`config.mk`:
```
export PLATFORM = sky130hd
export DESIGN_NAME = aes_round_sequencer
export DESIGN_NICKNAME = d
export VERILOG_FILES = /design/src/rtl/aes_round_sequencer.sv
export SDC_FILE = /design/constraint.sdc
export NUM_CORES = 1
export LEC_CHECK = 0
export BUFFER_PORTS_ARGS = -buffer_cell sky130_fd_sc_hd__buf_2
export CORE_AREA = 3 3 350 352
export DETAILED_ROUTE_END_ITERATION = 7
export DIE_AREA = 0 0 353 355
export PLACE_DENSITY = 0.47
export SYNTH_ARGS = -nofsm -noshare
export SYNTH_HDL_FRONTEND = slang
export SYNTH_SLANG_ARGS = --single-unit
export TNS_END_PERCENT = 100
```
`constraint.sdc`:
```
create_clock -name clk -period 2.2 [get_ports clk]
set_input_delay 0.11 -clock clk [delete_from_list [all_inputs] [get_ports clk]]
set_output_delay 0.11 -clock clk [all_outputs]
set_load 0.02 [all_outputs]
```
`src/rtl/aes_round_sequencer.sv`:
```
// rtl/aes_round_sequencer.sv - sequences NUM_RND rounds of a block through a shared RND_LAT-stage AES round datapath.
// The datapath-facing and ciphertext outputs are themselves the key/state holding registers.
module aes_round_sequencer #(
  parameter int RND_LAT = 4,
  parameter int NUM_RND = 10
) (
  input  logic         clk,
  input  logic         rst,
  input  logic         start_valid,
  output logic         start_ready,
  input  logic [127:0] key_in,
  input  logic [127:0] pt_in,
  output logic [3:0]   rnd_num,
  output logic [127:0] rnd_key_out,
  output logic [127:0] rnd_data_out,
  input  logic [127:0] rnd_key_in,
  input  logic [127:0] rnd_data_in,
  output logic         ct_valid,
  input  logic         ct_ready,
  output logic [127:0] ct_out,
  output logic         busy
);

  typedef enum logic [1:0] {
    IDLE = 2'd0,
    RUN  = 2'd1,
    DONE = 2'd2
  } state_t;

  localparam logic [3:0] LAT_MAX  = 4'(RND_LAT);
  localparam logic [3:0] LAST_RND = 4'(NUM_RND);

  state_t     state;
  logic [3:0] cnt;

  assign start_ready = (state == IDLE);
  assign busy        = (state != IDLE);

  always_ff @(posedge clk or negedge rst) begin
    if (!rst) begin
      state        <= IDLE;
      cnt          <= 4'd0;
      rnd_num      <= 4'd0;
      rnd_key_out  <= 128'd0;
      rnd_data_out <= 128'd0;
      ct_valid     <= 1'b0;
      ct_out       <= 128'd0;
    end else begin
      case (state)
        IDLE: begin
          if (start_valid) begin
            state        <= RUN;
            cnt          <= 4'd0;
            rnd_num      <= 4'd1;
            rnd_key_out  <= key_in;
            rnd_data_out <= pt_in ^ key_in;
          end
        end
        RUN: begin
          if (cnt == LAT_MAX) begin
            cnt <= 4'd0;
            if (rnd_num < LAST_RND) begin
              rnd_num      <= rnd_num + 4'd1;
              rnd_key_out  <= rnd_key_in;
              rnd_data_out <= rnd_data_in;
            end else begin
              // Round outputs drop to zero as the result moves to ct_out.
              state        <= DONE;
              rnd_num      <= 4'd0;
              rnd_key_out  <= 128'd0;
              rnd_data_out <= 128'd0;
              ct_valid     <= 1'b1;
              ct_out       <= rnd_data_in;
            end
          end else begin
            cnt <= cnt + 4'd1;
          end
        end
        DONE: begin
          if (ct_ready) begin
            state    <= IDLE;
            ct_valid <= 1'b0;
            ct_out   <= 128'd0;
          end
        end
        default: begin
          state <= IDLE;
        end
      endcase
    end
  end

endmodule

```
==> key figures <==
Pwr
  – Total design power: 44.45 mW
  – Pint: 25.34 mW
  – Clock power frac: 19.4%
  – Switch share: 43.00%
  – Worst-case vdd ir drop: 0.0007100 V
  – Combinational power share: 52.3%
  – PwrDens: 1278 mW/mm2
  – Seq pwr share: 28.3%
  – Switching pwr: 19.11 mW
  – Leak: 15.40 nW

Synthesis
  – Synth cell types: 38
  – Leading cell types by count after synthesis: dfrtp_1 (395), nand3b_1 (257), mux2_2 (207)
  – Post-synthesis simple-gate area fraction: 16.02%
  – Ys async rst share: 100.0%
  – Post-Synthesis Cells: 1941
  – Syn_area_per_cell: 10.79 um2
  – Largest area contributor in the netlist: dfrtp_1
  – Synth top area share: 47.21%
  – Post-synthesis register bit count: 395
  – Multiplexer share of the synthesized area: 13.82%
  – Total nets after synthesis: 2460
  – EDFF count, synth: 0
  – Post-synthesis sequential area ratio: 47.21%
  – Adder-cell share of the synthesized area: 0.1793%
  – Synth warn: 0
  – Cell area after synthesis: 0.02094 mm2
  – Top_reg_cell synth: dfrtp_1
  – Compound-gate portion of the synthesized area: 12.80%
  – Synth area leaders: dfrtp_1 (47%), mux2_2 (11%), nand3b_1 (9.2%)
  – Most frequent cell after synthesis: dfrtp_1
  – Largest family of logic cells by synthesized area: simple AND/OR/NAND/NOR gates
  – Post-Synth XOR/XNOR Area: 5.396%

Die
  – Initial core utilization: 17.50%
  – Die height: 355 um
  – Die width: 353 um
  – Die ar.: 0.1253 mm2
  – Placeable core region: 0.1197 mm2
  – I/O Pins: 907
  – Rows: 127

Final layout
  – Final #Nets: 3813
  – Util after Layout: 29.08%
  – P&R area growth vs syn: 66.18%
  – Area of the multi-input gates: 0.01014 mm2
  – Finished Cell Area: 0.03479 mm2
  – Layout cells sized above 1: 39.76%
  – Non-Filler Instances: 4947
  – Seq. cell area: 0.009896 mm2
  – Fillcell total: 12.45k

Routing
  – DRT Pass-1 Iters: 5
  – WL final: 106600 um
  – Drc violations: 0
  – Via density: 4.501
  – Top sig layer: met5
  – DR WL/cell: 21.54 um
  – Met2 wire len: 49350 um
  – Met3 WL: 6451 um
  – WL met1: 45290 um
  – Vias: 22.27k
  – DRT antenna net count: 0
  – Initial DRC count: 1544

Setup path
  – Critical path arrival: 2.63 ns
  – RR Startpoint: state[1]
  – Flop2flop setup slack: 0.06 ns
  – Worst path cell trace: nand2b_4, buf_12, o2bb2ai_1, dlygate4sd3_1, mux2_2
  – Worst setup SP type: flip-flop
  – FF-to-FF End: rnd_key_out[28]
  – Critical path data required time: 2.69 ns
  – Crit end category: flip-flop
  – R2r worst-path depth: 5
  – Setup CP Type: flip-flop to flip-flop
  – CP max stage delay: 0.56 ns
  – CP max FO: 43
  – Slowest CP cell: dfrtp_4

Min path
  – Worst min path class: input pin to flip-flop
  – Hold Path Sink: rnd_key_out[56]
  – HP Start: rnd_key_in[56]
  – Worst hold path cell count: 4

STA
  – Worst hold slack: 0.04744 ns
  – Setup-failing EPs final: 0
  – PnR worst setup slack: 0.06233 ns
  – Final Critical Period: 2.138 ns
  – Total negative slack: 0 ns
  – Slew headroom: 66.27%
  – Slew at the pin closest to its max-slew limit: 0.5060 ns
  – Tcrit/Tclk final: 97.17%
  – Final Max Slew Viols: 0
  – Final Hold Fails: 0
  – Clk_skew: 0.03411 ns
  – Fmax: 467.8 MHz

Job
  – Maxcap violations: 0

CTS
  – CTS buffer count: 51
  – Clock sinks: 395
  – CTS clk-pin slew, worst paths: 0.06 ns
  – Root Buffer: clkbuf_16
  – CTS tree: yes
  – Clk Latency, worst-skew pair: 0.63 ns
  – H-tree levels: 2
  – CTS max path bufs: 3

Global route
  – Pin count of the biggest net entering global routing: 87
  – Number of antenna violations at the first check in global routing: 13
  – Number of global-route vias before repair: 23.27k
  – GRT overflow: 0
  – First-pass GRT wire length: 154500 um
  – Total track usage: 16.07%

Placed design
  – HPWL after DPL: 75420 um
  – Place WS: 0.06758 ns
  – Port Buffers: 906
  – GP Congestion: 0.9024
  – Inst Count DP: 4348
  – Dpl cell area: 0.02797 mm2

Status
  – Status: finished, final reports clean
==> power groups by stage <==
stage | Combinational [mW] | Sequential, mW | Clock, mW
2_1_floorplan | 9.25 | 16.4 | 0
3_3_place_gp | 22.1 | 12.6 | 0
3_5_place_dp | 22.2 | 12.6 | 0
4_1_cts | 23.1 | 12.5 | 8.99
5_1_grt | 24.8 | 12.9 | 9.24
6_report | 23.2 | 12.6 | 8.63
==> critical path: cells and delay by family (launching register included) <==
family	cells	cell delay, ns
buf+inv	2	0.76
flops	1	0.56
mux	1	0.26
simple gates	1	0.23
compound gates	1	0.16
==> registers in the layout, indices dropped and copies added (netlist names) <==
| name | flops |
|---|---|
| ct_valid | 1 |
| rnd_data_out | 128 |
| cnt | 4 |
| rnd_num | 4 |
| ct_out | 128 |
| state | 2 |
| rnd_key_out | 128 |
==> cell type report <==
| cell class | count | area share (%) |
|---|---|---|
| clock buffers | 78 | 4.538 |
| clock inverters | 11 | 0.3848 |
| repair buffers | 1516 | 31.62 |
| flip-flops and latches | 395 | 28.44 |
| inverters | 4 | 0.04315 |
| multi-input cells | 1326 | 29.14 |
| diodes | 5 | 0.03596 |
| well taps | 1612 | 5.797 |
==> how the worst max path moves through the flow <==
stage                     slack (ns)     start  cells past startpoint           endpoint
final                           0.06  state[1]                      5    rnd_key_out[28]
after floorplan                 0.40    cnt[0]                      8           state[1]
after global routing           -0.02    cnt[0]                      8    rnd_key_out[30]
after detailed placement        0.07    cnt[0]                      7  rnd_data_out[124]
after global placement          0.07    cnt[0]                      7   rnd_data_out[20]
after CTS                       0.01  state[1]                      5    rnd_key_out[28]
==> routing by layer <==
| layer | vias up | global-route usage (%) |
|---|---|---|
| li1 | 9890 | - |
| met1 | 11054 | 20.56 |
| met2 | 1000 | 25.74 |
| met3 | 319 | 3.301 |
| met4 | 2 | 7.978 |
| met5 | - | 0 |
==> repair_timing <==
| action | 4_1_cts | 5_1_grt |
|---|---|---|
| hold endpoints to repair | 726 | 0 |
| hold buffers | 494 | 0 |
| pin swaps | 0 | 1 |
| setup endpoints to repair | 1 | 180 |
| buffers inserted | 0 | 9 |
| cloned | 0 | 2 |
| gates resized for setup | 1 | 5 |
==> cell usage in the layout (no fill, tap or decap), types with 18 or more instances in the layout <==
cell | netlist | routed
nand3b_1 | 257 | 257
mux2_1 | 50 | 50
buf_4 | 25 | 66
buf_2 | 30 | 905
dfrtp_1 | 395 | 390
clkbuf_8 | 0 | 18
o2bb2ai_1 | 128 | 128
xnor2_1 | 128 | 128
o21ai_0 | 132 | 132
mux2_2 | 207 | 207
dlygate4sd3_1 | 0 | 494
nand4_1 | 128 | 128
o22ai_1 | 128 | 128
buf_12 | 0 | 47
nand2_1 | 135 | 135
clkbuf_16 | 0 | 54
==> logic make-up (layout without fill, tap and decap cells) <==
logic type | after synthesis | count (layout)
AOI/OAI and AO/OA | 400 | 400
muxes | 257 | 257
xor gates and xnor gates | 129 | 129
and+or+nand+nor | 537 | 537
adders and majority gates | 3 | 3
buffers and inverters | 220 | 1609
other | 0 | 5
DFF | 395 | 395
(Power assumes the default switching activity.)
